$ cat config.mk
export PLATFORM = sky130hd
export DESIGN_NAME = rat_flags_int
export DESIGN_NICKNAME = d
export VERILOG_FILES = /design/src/rtl/rat_flags_int.sv
export SDC_FILE = /design/constraint.sdc
export NUM_CORES = 1
export LEC_CHECK = 0
export BUFFER_PORTS_ARGS = -buffer_cell sky130_fd_sc_hd__buf_2
export CAP_MARGIN = 25
export CORE_AREA = 5 5 42 44
export CTS_CLUSTER_SIZE = 28
export DETAILED_ROUTE_END_ITERATION = 8
export DIE_AREA = 0 0 47 49
export GPL_ROUTABILITY_DRIVEN = 0
export PLACE_DENSITY = 0.62
export REMOVE_ABC_BUFFERS = 1
export SYNTH_ARGS = -nofsm -noshare
export SYNTH_HDL_FRONTEND = slang
export SYNTH_SLANG_ARGS = --single-unit
$ cat constraint.sdc
create_clock -name CLK -period 1.4 [get_ports CLK]
set_input_delay 0.21 -clock CLK [delete_from_list [all_inputs] [get_ports CLK]]
set_output_delay 0.21 -clock CLK [all_outputs]
set_load 0.005 [all_outputs]
$ cat src/rtl/rat_flags_int.sv
// rat_flags_int -- RAT CPU flag register block.
// Holds the architectural C, Z and I flags plus a C/Z shadow pair used across
// interrupt entry/exit. Synchronizes the external INTR line, turns it into a
// request for the control unit, and decodes branch conditions from the
// registered flags.
//
// Build option RAT_INT_LEVEL_EN:
//   undefined (default) -- INTR rising edges are latched into a pending bit
//                          that INT_ACK clears; a coincident new edge wins.
//   defined             -- no latch; the request is the synchronized INTR level
//                          and the source must drop INTR to retire it.

module rat_flags_int #(
   parameter int SYNC_STAGES = 2
) (
   input  logic       CLK,
   input  logic       RST_N,
   input  logic       C_IN,
   input  logic       Z_IN,
   input  logic       FLG_C_LD,
   input  logic       FLG_C_SET,
   input  logic       FLG_C_CLR,
   input  logic       FLG_Z_LD,
   input  logic       FLG_LD_SEL,
   input  logic       FLG_SHAD_LD,
   input  logic       I_SET,
   input  logic       I_CLR,
   input  logic       INTR,
   input  logic       INT_ACK,
   input  logic [2:0] BR_COND,
   output logic       C_FLAG,
   output logic       Z_FLAG,
   output logic       I_FLAG,
   output logic       INT_PEND,
   output logic       BR_TAKE
);

   // Synchronizer depth below two is not metastability-safe; clamp it.
   localparam int NSYNC = (SYNC_STAGES < 2) ? 2 : SYNC_STAGES;

   localparam logic [2:0] BR_NEVER = 3'b000;
   localparam logic [2:0] BR_ALWAYS = 3'b001;
   localparam logic [2:0] BR_CC = 3'b010;
   localparam logic [2:0] BR_CS = 3'b011;
   localparam logic [2:0] BR_EQ = 3'b100;
   localparam logic [2:0] BR_NE = 3'b101;

   logic             c_q, c_d;
   logic             z_q, z_d;
   logic             i_q, i_d;
   logic             shad_c_q, shad_c_d;
   logic             shad_z_q, shad_z_d;
   logic [NSYNC-1:0] sync_q, sync_d;
   logic             intr_sync;
   logic             pending;

   // Shadow is saved either on explicit request or on interrupt entry.
   logic shad_save;
   // Load source mux: ALU outputs or the saved shadow (RETIE restore).
   logic c_src;
   logic z_src;

   assign intr_sync = sync_q[NSYNC-1];
   assign shad_save = FLG_SHAD_LD | INT_ACK;
   assign c_src     = FLG_LD_SEL ? shad_c_q : C_IN;
   assign z_src     = FLG_LD_SEL ? shad_z_q : Z_IN;

   // Next-state for the flags, shadow and INTR synchronizer chain.
   always_comb begin
      c_d      = c_q;
      z_d      = z_q;
      i_d      = i_q;
      shad_c_d = shad_c_q;
      shad_z_d = shad_z_q;
      sync_d   = {sync_q[NSYNC-2:0], INTR};

      if (FLG_C_CLR)      c_d = 1'b0;
      else if (FLG_C_SET) c_d = 1'b1;
      else if (FLG_C_LD)  c_d = c_src;

      if (FLG_Z_LD) z_d = z_src;

      if (INT_ACK)     i_d = 1'b0;
      else if (I_CLR)  i_d = 1'b0;
      else if (I_SET)  i_d = 1'b1;

      // Shadow captures pre-edge flags, so a same-cycle load does not leak in.
      if (shad_save) begin
         shad_c_d = c_q;
         shad_z_d = z_q;
      end
   end

   // Flag, shadow and synchronizer registers.
   always_ff @(posedge CLK or negedge RST_N) begin
      if (!RST_N) begin
         c_q      <= 1'b0;
         z_q      <= 1'b0;
         i_q      <= 1'b0;
         shad_c_q <= 1'b0;
         shad_z_q <= 1'b0;
         sync_q   <= '0;
      end else begin
         c_q      <= c_d;
         z_q      <= z_d;
         i_q      <= i_d;
         shad_c_q <= shad_c_d;
         shad_z_q <= shad_z_d;
         sync_q   <= sync_d;
      end
   end

`ifdef RAT_INT_LEVEL_EN

   // Level mode: the request simply follows the synchronized line.
   assign pending = intr_sync;

`else

   logic hist_q, hist_d;
   logic pend_q, pend_d;
   logic intr_rise;

   assign intr_rise = intr_sync & ~hist_q;
   assign pending   = pend_q;

   // Edge latch: a fresh edge beats a coincident acknowledge so no request
   // is dropped; extra edges while pending merge into the same request.
   always_comb begin
      hist_d = intr_sync;
      pend_d = pend_q;
      if (intr_rise)    pend_d = 1'b1;
      else if (INT_ACK) pend_d = 1'b0;
   end

   // Edge-history and pending registers.
   always_ff @(posedge CLK or negedge RST_N) begin
      if (!RST_N) begin
         hist_q <= 1'b0;
         pend_q <= 1'b0;
      end else begin
         hist_q <= hist_d;
         pend_q <= pend_d;
      end
   end

`endif

   // Branch decision from registered flags only.
   always_comb begin
      BR_TAKE = 1'b0;
      case (BR_COND)
         BR_NEVER:  BR_TAKE = 1'b0;
         BR_ALWAYS: BR_TAKE = 1'b1;
         BR_CC:     BR_TAKE = ~c_q;
         BR_CS:     BR_TAKE = c_q;
         BR_EQ:     BR_TAKE = z_q;
         BR_NE:     BR_TAKE = ~z_q;
         default:   BR_TAKE = 1'b0;
      endcase
   end

   assign C_FLAG   = c_q;
   assign Z_FLAG   = z_q;
   assign I_FLAG   = i_q;
   assign INT_PEND = pending & i_q;

endmodule
# Yosys cells after proc, flatten, opt, wreduce, memory -nomap -nowiden
# Cells that the tools add are included.
# classes
eq_ne,5
mux,11
bitwise_logic,6
n_reduce_logical,3
# ops
operator,count
$mux W1,10
$eq A3 B2 Y1 const B,2
$eq A3 B3 Y1 const B,2
$reduce_bool A3 Y1,2
$pmux W1 S5,1
$eq A3 B1 Y1 const B,1
$not A1 Y1,3
$and A1 B1 Y1,2
$reduce_bool A2 Y1,1
$or A1 B1 Y1,1
# totals
register_bits,9
output_inout_bits,5

# Depth between registers and ports, before layout
# Gate-level depths: netlist of the first run.
# depth
ltp_word,4
mapped_depth,3
mapped_depth_nobuf,3

# Worst setup path after synthesis of the first run
# OpenSTA, ideal clock, no wires.
# synth_path
path_type,reg-to-output
from,reg z_q (netlist: Z_FLAG)
to,out BR_TAKE
t_arrival_ns,0.840
t_required_ns,1.190
slack_ns,0.350
path_stages_with_launch,4
n_path_buf,0
path_cell_list,dfrtp_1 -> and3b_1 -> a211oi_1 -> a21oi_1
# synth_between
elab_chain_cells,2
# synth_rtl
item,line,source
start: declaration,49,"logic z_q, z_d;"
start signal: assignment,105,z_q <= z_d;
$not A1 Y1,158,BR_NE: BR_TAKE = ~z_q;
$pmux W1 S5 (*),152,case (BR_COND)
end: declaration,35,output logic BR_TAKE
# Mark *: on every way between the ends. The rest lies on a longest branch, timed or not.

# Worst setup path after layout of the first run
# Same ends and word-level chain as after synthesis.

==> results_dict.tcl, run 1 <==
set metrics [dict create \
    outcome "finished, final reports clean" \
    wl_per_cell_um 10.52 \
    worstSetupPathType "flip-flop to primary output" \
    diodes 0 \
    leakagePower_uw 0.0002864 \
    drc_errors 0 \
    hold_viol 0 \
    dr.pass1.iters 1 \
    fin_cells 75 \
    antenna_found_initial 0 \
    critPathArrivalTime_ns 1.14 \
    cts_tree "yes" \
    maxCapViolations 0 \
    fin_worst_skew_ns 0.006216 \
    clockRootBuffer "clkbuf_4" \
    clkPwrFrac_pct 33.0 \
    synth_area_um2 365.4 \
    place_inst 69 \
    p_comb_share_pct 15.9 \
    seqPwrFrac_pct 51.1 \
    power_density_nw_per_um2 1079 \
    ir_worst_vdd_mv 0.4355 \
    final_core_util_pct 38.48 \
    post_synth.cell_area_avg_um2 11.42 \
    synthDistinctLibCells 12 \
    synthMuxAreaShare_pct 11.64 \
    initial_core_util_pct 26.07 \
    nNetsFinal 77 \
    cts_buffer_depth 2 \
    finalPower_uw 581.6 \
    r2r_setup_slack_ns 0.51 \
    fill_cells 155 \
    cts_buffers 3 \
    dieArea_um2 2303 \
    synth_top_area_share_pct 61.64 \
    synth_adder_area_share_pct 0 \
    vias 313 \
    grt_pass1_vias 330 \
    cts.clk_slew.worst_paths_ns 0.06 \
    ys_seq_area_share_pct 61.64 \
    numPortBuffers 21 \
    die_h_um 49 \
    synth_area_leader_cell "dfrtp_1" \
    cts.htree.levels 1 \
    required_ns 1.19 \
    design.portCount 22 \
    startpoint_type "flip-flop" \
    synth-simple-area-share_pct 10.96 \
    synth_compound_area_share_pct 11.64 \
    syn_inst 32 \
    grt_usage_pct 7.275 \
    ys_ff_latch 9 \
    dr.first_iter.drc_count 0 \
    ant_nets 0 \
    drt_wl_total_um 789 \
    place_hpwl_um 656.5 \
    max_freq_mhz 741.0 \
    yosysWarningCount 0 \
    detailed_place.area_um2 490.5 \
    cts_sinks 9 \
    core_area_um2 1401 \
    path_max_fanout 4 \
    worst_pin_slew_ns 0.2147 \
    overflow 0 \
    syn_to_final_growth_pct 47.60 \
    rows 14 \
    setup_ws_ns 0.05052 \
    hp-class "primary input to flip-flop" \
    max_slew_margin_pct 85.59 \
    rsz0062_at_grt "yes" \
    period_needed_ns 1.349 \
    synth_top_cells_by_area "dfrtp_1 62%, mux2_2 6.2%, a21oi_1 5.5%, mux2i_1 5.5%, inv_1 4.1%" \
    post_route_cells_drive_above_1_share_pct 47.46 \
    synth_top_family_by_area "compound AO/OA/AOI/OAI gates" \
    finalCritPeriodShare_pct 96.39 \
    dieWidth_um 47 \
    setup_viol 0 \
    critPathCaptureType "primary output" \
    grt_max_degree 10 \
    post_drt_via_cell_ratio 4.173 \
    synth_xor_area_share_pct 0 \
    p_sw_uw 134.9 \
    final_area_um2 539.3 \
    p_sw_share_pct 23.19 \
    drv_slew 0 \
    insertion_delay_ns 0.25 \
    p_int_uw 446.7 \
    grt_pass1_wl_mm 1.228 \
    place_ws_ns 0.2268 \
]
## kinds of logic after synthesis
family,Yosys count
multiplexers,4
AND/OR/NAND/NOR,8
AO/OA/AOI/OAI,7
buffers and inverters,4
flip-flops,9
## critical path, cell delays in order, from the launching register on
cell,delay [ns]
dfrtp_1,0.40
and3b_1,0.18
a211oi_2,0.14
a21oi_1,0.05
buf_2,0.12
## flip-flops by register name, summed over array words and instances (netlist names)
name / flops
pend_q: 1
C_FLAG: 1
Z_FLAG: 1
I_FLAG: 1
sync_q: 2
shad_c_q: 1
shad_z_q: 1
hist_q: 1
## power groups by stage
stage | registers, uW | clock network, uW | logic, uW
detailed placement | 304 | 0 | 83.0
global placement | 302 | 0 | 81.3
finish | 297 | 192 | 92.5
CTS | 298 | 203 | 94.4
floorplan | 301 | 0 | 35.1
global route | 302 | 208 | 105
## layer usage
metal / up-vias / wire (um) / global-route usage [%]
met5: - / 0 / 0
met3: 0 / 117 / 2.214
met1: 134 / 346 / 9.611
met2: 15 / 326 / 10.18
met4: 0 / 0 / 4.147
li1: 164 / - / -
## timing repair
item | in CTS | in global routing
endpoints found under the hold margin | 9 | 0
buffers inserted | 1 | 0
hold buffers | 1 | 0
gates resized for setup | 1 | 0
pin swaps | 2 | 0
setup endpoints to repair | 1 | 1
## cell usage in the layout, fill, tap and decap left out, drive strengths merged
master	count
mux2	2
inv	4
nor2	4
nor3	2
buf	22
dfrtp	9
and3b	1
o22ai	1
clkbuf	4
dlygate4sd3	1
and2	1
mux2i	2
a21oi	4
a311oi	1
a211oi	1
## final timing paths
path / start / endpoint / cells past startpoint
worst max-delay path: Z_FLAG$_DFFE_PN0P_ / BR_TAKE / 4
worst min-delay path: INTR / sync_q[0]$_DFF_PN0_ / 1
worst max register to register: Z_FLAG$_DFFE_PN0P_ / shad_z_q$_DFFE_PN0P_ / 2
worst min register to register: sync_q[0]$_DFF_PN0_ / sync_q[1]$_DFF_PN0_ / 0
max in group asynchronous: RST_N / sync_q[0]$_DFF_PN0_ / 2
min in group asynchronous: RST_N / shad_z_q$_DFFE_PN0P_ / 2
## per-stage QoR
stage	hold WS, ns	setup TNS (ns)
final	0.06530	0
after detailed placement	0.06575	0
after floorplan	-0.08559	0
after global routing	0.05499	-0.02188
after CTS	0.05200	0
after global placement	0.06537	0
## cells in the mapped netlist
cell      n
and3b_1   1
nor2_1    4
dfrtp_1   9
nor3_1    2
and2_1    1
a311oi_1  1
o22ai_1   1
a21oi_1   4
a211oi_1  1
mux2_2    2
mux2i_1   2
inv_1     4
## final cells by class
type	instances	area, um^2	share of cell area (%)
flip-flops and latches	9	225.2	41.76
multi-input cells	19	130.1	24.13
repair buffers	23	122.6	22.74
clock buffers	4	26.28	4.872
well taps	16	20.02	3.712
inverters	4	15.01	2.784
No activity file was read; power rests on OpenSTA's default activity.
==> inputs of run 2 (changes only) <==
--- a/config.mk
+++ b/config.mk
@@ -8,6 +8,7 @@
 export BUFFER_PORTS_ARGS = -buffer_cell sky130_fd_sc_hd__buf_2
 export CAP_MARGIN = 25
 export CORE_AREA = 5 5 42 44
+export CTS_BUF_LIST = sky130_fd_sc_hd__clkbuf_4
 export CTS_CLUSTER_SIZE = 28
 export DETAILED_ROUTE_END_ITERATION = 8
 export DIE_AREA = 0 0 47 49
==> run 2 against run 1 <==
Against the previous run:
- sequential cell count unchanged
- clock skew about the same
- via count is 0.96% higher
- cell area increased by 0.70%
- clock power grew 11%
- first-iteration DRC count unchanged
- cell count unchanged
- die area is the same
- global-route usage rose by 0.21 points
- utilization grew 0.27 points
- maximum frequency shrank 0.33%
- critical path type unchanged
==> results_dict.tcl, run 2 (synthesis results as in run 1) <==
set metrics [dict create \
    hp-class "primary input to flip-flop" \
    final_common_cell "buf_2" \
    wl_per_cell_um 10.63 \
    initial_core_util_pct 26.07 \
    rr_endpoint "shad_z_q$_DFFE_PN0P_" \
    numPortBuffers 21 \
    critPathArrivalTime_ns 1.14 \
    worstSetupPathType "flip-flop to primary output" \
    regMostFlops "sync_q" \
    nNetsFinal 77 \
    core_area_um2 1401 \
    syn_to_final_growth_pct 48.63 \
    finalCritPeriodShare_pct 96.71 \
    overflow 0 \
    place_hpwl_um 656.5 \
    leakagePower_uw 0.0002898 \
    ir_worst_vdd_mv 0.4437 \
    r2r_setup_slack_ns 0.51 \
    setup_viol 0 \
    r2r_start "Z_FLAG$_DFFE_PN0P_" \
    worst_pin_slew_ns 0.2147 \
    critPathCaptureType "primary output" \
    ant_nets 0 \
    diodes 0 \
    max_freq_mhz 738.6 \
    outcome "finished, final reports clean" \
    cts_buffer_depth 2 \
    die_h_um 49 \
    rows 14 \
    cts_buffers 3 \
    path_max_fanout 4 \
    dr.first_iter.drc_count 0 \
    place_inst 69 \
    crit_chain "and3b_1 -> a211oi_2 -> a21oi_1 -> buf_2" \
    hold_depth 1 \
    grt_pass1_vias 330 \
    worst_path_largest_cell_delay_ns 0.40 \
    final_area_um2 543.0 \
    r2r_cells 2 \
    setup_ws_ns 0.04601 \
    insertion_delay_ns 0.26 \
    period_needed_ns 1.354 \
    hold_start "INTR" \
    maxCapViolations 0 \
    drt_wl_total_um 797 \
    dieArea_um2 2303 \
    grt_pass1_wl_mm 1.235 \
    required_ns 1.19 \
    post_drt_via_cell_ratio 4.213 \
    grt_usage_pct 7.489 \
    fin_cells 75 \
    design.portCount 22 \
    cts.clk_slew.worst_paths_ns 0.06 \
    final_cell_mix "21 x buf_2, 9 x dfrtp_1" \
    finalSetupTns_ns 0 \
    hold_viol 0 \
    startpoint_type "flip-flop" \
    power_density_nw_per_um2 1113 \
    clockRootBuffer "clkbuf_4" \
    rsz0062_at_grt "yes" \
    place_ws_ns 0.2268 \
    largest_register_ffs 2 \
    cts_tree "yes" \
    grt_max_degree 10 \
    fill_cells 154 \
    vias 316 \
    dieWidth_um 47 \
    antenna_found_initial 0 \
    fin_worst_skew_ns 0.006106 \
    max_slew_margin_pct 85.59 \
    dr.pass1.iters 1 \
    cp_slowest_cell "dfrtp_1" \
    post_route_cells_drive_above_1_share_pct 49.15 \
    hold_path_end "sync_q[0]$_DFF_PN0_" \
    cts.htree.levels 1 \
    cts_sinks 9 \
    drv_slew 0 \
    drc_errors 0 \
    holdWs_ns 0.06088 \
    detailed_place.area_um2 490.5 \
]
-- run 2: cell counts in the layout (fill, tap and decap cells not counted) --
No cell type changed its count.
-- run 2: worst max-delay path by stage --
stage,depth (start not counted),startpoint,slack (ns),end
2_1_floorplan,3,Z_FLAG$_DFFE_PN0P_,0.35,BR_TAKE
3_3_place_gp,4,Z_FLAG$_DFFE_PN0P_,0.24,BR_TAKE
3_5_place_dp,4,Z_FLAG$_DFFE_PN0P_,0.23,BR_TAKE
4_1_cts,4,Z_FLAG$_DFFE_PN0P_,0.04,BR_TAKE
5_1_grt,4,Z_FLAG$_DFFE_PN0P_,-0.02,BR_TAKE
6_report,4,Z_FLAG$_DFFE_PN0P_,0.05,BR_TAKE
-- run 2: where the power goes --
| group | internal, uW | switching (uW) |
|---|---|---|
| combinational | 54.0 | 38.5 |
| sequential | 283 | 13.9 |
| clock | 129 | 85.6 |
| total | 466 | 138 |
-- run 2: cell type report --
| type | instances | area, um^2 | share of cell area [%] |
|---|---|---|---|
| sequential | 9 | 225.2 | 41.47 |
| multi-input combinational | 19 | 130.1 | 23.96 |
| timing repair buffer | 23 | 122.6 | 22.58 |
| clock buffer | 4 | 30.03 | 5.530 |
| tap | 16 | 20.02 | 3.687 |
| inverter | 4 | 15.01 | 2.765 |
-- run 2: critical path: cells and delay by family (launching register included) --
family / cells / cell delay [ns]
DFF: 1 / 0.40
AOI/OAI and AO/OA: 2 / 0.19
and+or+nand+nor: 1 / 0.18
buffers and inverters: 1 / 0.12
-- run 2: timing repair --
action	4_1_cts	5_1_grt
setup endpoints to repair	1	1
hold endpoints to repair	9	0
buffers inserted	1	0
pin swaps	2	0
resized for setup	1	0
hold buffers	1	0
-- run 2: stage by stage --
step,power [uW],utilization [%]
after floorplan,335.9,-
after global placement,383.1,35.00
after detailed placement,386.6,35.00
after CTS,616.1,38.75
after global routing,636.3,38.75
final,604.3,38.75
-- run 2: layer usage --
layer | global-route usage [%] | routed length [um]
met1 | 9.611 | 345
met2 | 10.18 | 315
met3 | 2.214 | 120
met4 | 5.530 | 15
met5 | 0 | 0
==> inputs of run 3 (changes only) <==
--- a/config.mk
+++ b/config.mk
@@ -13,7 +13,7 @@
 export DETAILED_ROUTE_END_ITERATION = 8
 export DIE_AREA = 0 0 47 49
 export GPL_ROUTABILITY_DRIVEN = 0
-export PLACE_DENSITY = 0.62
+export PLACE_DENSITY_LB_ADDON = 0.2
 export REMOVE_ABC_BUFFERS = 1
 export SYNTH_ARGS = -nofsm -noshare
 export SYNTH_HDL_FRONTEND = slang
==> constraint.sdc (replaced) <==
create_clock -name CLK -period 1.1 [get_ports CLK]
set_input_delay 0.165 -clock CLK [delete_from_list [all_inputs] [get_ports CLK]]
set_output_delay 0.165 -clock CLK [all_outputs]
set_load 0.005 [all_outputs]
==> run 3 against run 2 <==
Against the previous run:
- the run now ends with setup timing left
- critical path depth did not move
- setup slack worse by 0.25 ns
- count of clock-buffer cells in the layout stayed put
- critical endpoint unchanged
==> results_dict.tcl, run 3 (synthesis results as in run 1) <==
set metrics [dict create \
    critPathCaptureType "primary output" \
    path_max_fanout 3 \
    period_needed_ns 1.304 \
    grt_max_degree 10 \
    grt_pass1_vias 303 \
    drt_wl_total_um 766 \
    leakagePower_uw 0.0003025 \
    worst_pin_slew_ns 0.2146 \
    wl_per_cell_um 9.948 \
    rows 14 \
    maxCapViolations 0 \
    final_core_util_pct 40.54 \
    fill_cells 168 \
    numPortBuffers 21 \
    insertion_delay_ns 0.26 \
    drc_errors 0 \
    cts_buffers 3 \
    post_route_cells_drive_above_1_share_pct 50.82 \
    critPathArrivalTime_ns 1.14 \
    cts_tree "yes" \
    p_int_uw 610.3 \
    place_hpwl_um 604.8 \
    p_sw_share_pct 23.15 \
    clkPwrFrac_pct 35.0 \
    r2r_start "Z_FLAG$_DFFE_PN0P_" \
    final_cell_mix "20 x buf_2, 9 x dfrtp_1" \
    regMostFlops "sync_q" \
    cts_sinks 9 \
    startpoint_type "flip-flop" \
    setup_viol 2 \
    final_area_um2 568.0 \
    required_ns 0.94 \
    antenna_found_initial 0 \
    clockRootBuffer "clkbuf_4" \
    design.portCount 22 \
    post_drt_via_cell_ratio 4.286 \
    multi_input_area_um2 130.1 \
    seqPwrFrac_pct 47.4 \
    p_comb_share_pct 17.7 \
    dr.pass1.iters 1 \
    syn_to_final_growth_pct 55.48 \
    nNetsFinal 79 \
    finalCritPeriodShare_pct 118.6 \
    die_h_um 49 \
    finalPower_uw 794.1 \
    rsz0062_at_grt "yes" \
    cts_buffer_depth 2 \
    final_common_cell "buf_2" \
    overflow 0 \
    grt_usage_pct 7.687 \
    p_sw_uw 183.8 \
    hold_start "INTR" \
    max_freq_mhz 766.7 \
    violations "setup timing" \
    power_density_nw_per_um2 1398 \
    startpoint "Z_FLAG$_DFFE_PN0P_" \
    dieWidth_um 47 \
    cts.clk_slew.worst_paths_ns 0.06 \
    largest_register_ffs 2 \
    dr.first_iter.drc_count 0 \
    max_slew_margin_pct 85.64 \
    cts.htree.levels 1 \
    vias 330 \
    dieArea_um2 2303 \
    worstSetupPathType "flip-flop to primary output" \
    ir_worst_vdd_mv 0.6373 \
    place_inst 71 \
    core_area_um2 1401 \
    detailed_place.area_um2 505.5 \
    ant_nets 0 \
    initial_core_util_pct 26.07 \
    setup_ws_ns -0.2043 \
    r2r_setup_slack_ns 0.10 \
    hold_viol 0 \
    register_area_um2 225.2 \
    outcome "complete, but fails checks" \
    grt_pass1_wl_mm 1.262 \
    drv_slew 0 \
    finalSetupTns_ns -0.2866 \
    diodes 0 \
    fin_cells 77 \
    hp-class "primary input to flip-flop" \
    fin_worst_skew_ns 0.005672 \
]
## run 3: cell types whose count changed in the layout (fill, tap and decap cells not counted), sizes merged
cell  before  now
buf       22   24
## run 3: layer usage
layer,share of wire (%),vias up,GRT usage (%)
li1,-,170,-
met1,42,145,9.545
met2,46,11,9.955
met3,8.9,4,2.583
met4,2.7,0,6.912
met5,0,-,0
## run 3: power by group through the flow
stage | combinational, uW | sequential, uW | clock, uW
floorplan | 44.7 | 383 | 0
global placement | 121 | 381 | 0
detailed placement | 122 | 382 | 0
CTS | 128 | 376 | 289
global route | 158 | 378 | 308
finish | 140 | 376 | 278
## run 3: cell type report
| class | count | share of cell area [%] |
|---|---|---|
| well taps | 16 | 3.524 |
| flip-flops and latches | 9 | 39.65 |
| clock buffers | 4 | 5.286 |
| inverters | 4 | 2.643 |
| repair buffers | 25 | 25.99 |
| multi-input cells | 19 | 22.91 |
## run 3: final timing paths
kind	end	cells past startpoint
min in group asynchronous	hist_q$_DFF_PN0_	2
max in group asynchronous	pend_q$_DFFE_PN0P_	2
worst max register to register	shad_z_q$_DFFE_PN0P_	3
worst min-delay path	sync_q[0]$_DFF_PN0_	1
worst min register to register	sync_q[1]$_DFF_PN0_	0
worst max-delay path	BR_TAKE	4
## run 3: stage by stage
stage          setup WS, ns  hold slack, ns
2_1_floorplan       0.09461         -0.1306
3_3_place_gp        0.02075         0.02619
3_5_place_dp      -0.004067         0.02693
4_1_cts             -0.2068        0.004072
5_1_grt             -0.2514         0.01256
6_report            -0.2043         0.01456
## run 3: worst max-delay path, stage by stage (launching register included)
cell and delay [ns]:
dfrtp_1 0.40, and3b_1 0.17, a211oi_2 0.13, a21oi_1 0.05, buf_2 0.12
## run 3: timing repair
item                                    CTS  global route
buffers inserted                          0             2
endpoints found under the hold margin     9             0
endpoints found under the setup margin    1             3
pin swaps                                 2             0
gates resized for setup                   1             2
gates cloned                              0             0
hold buffers                              1             0
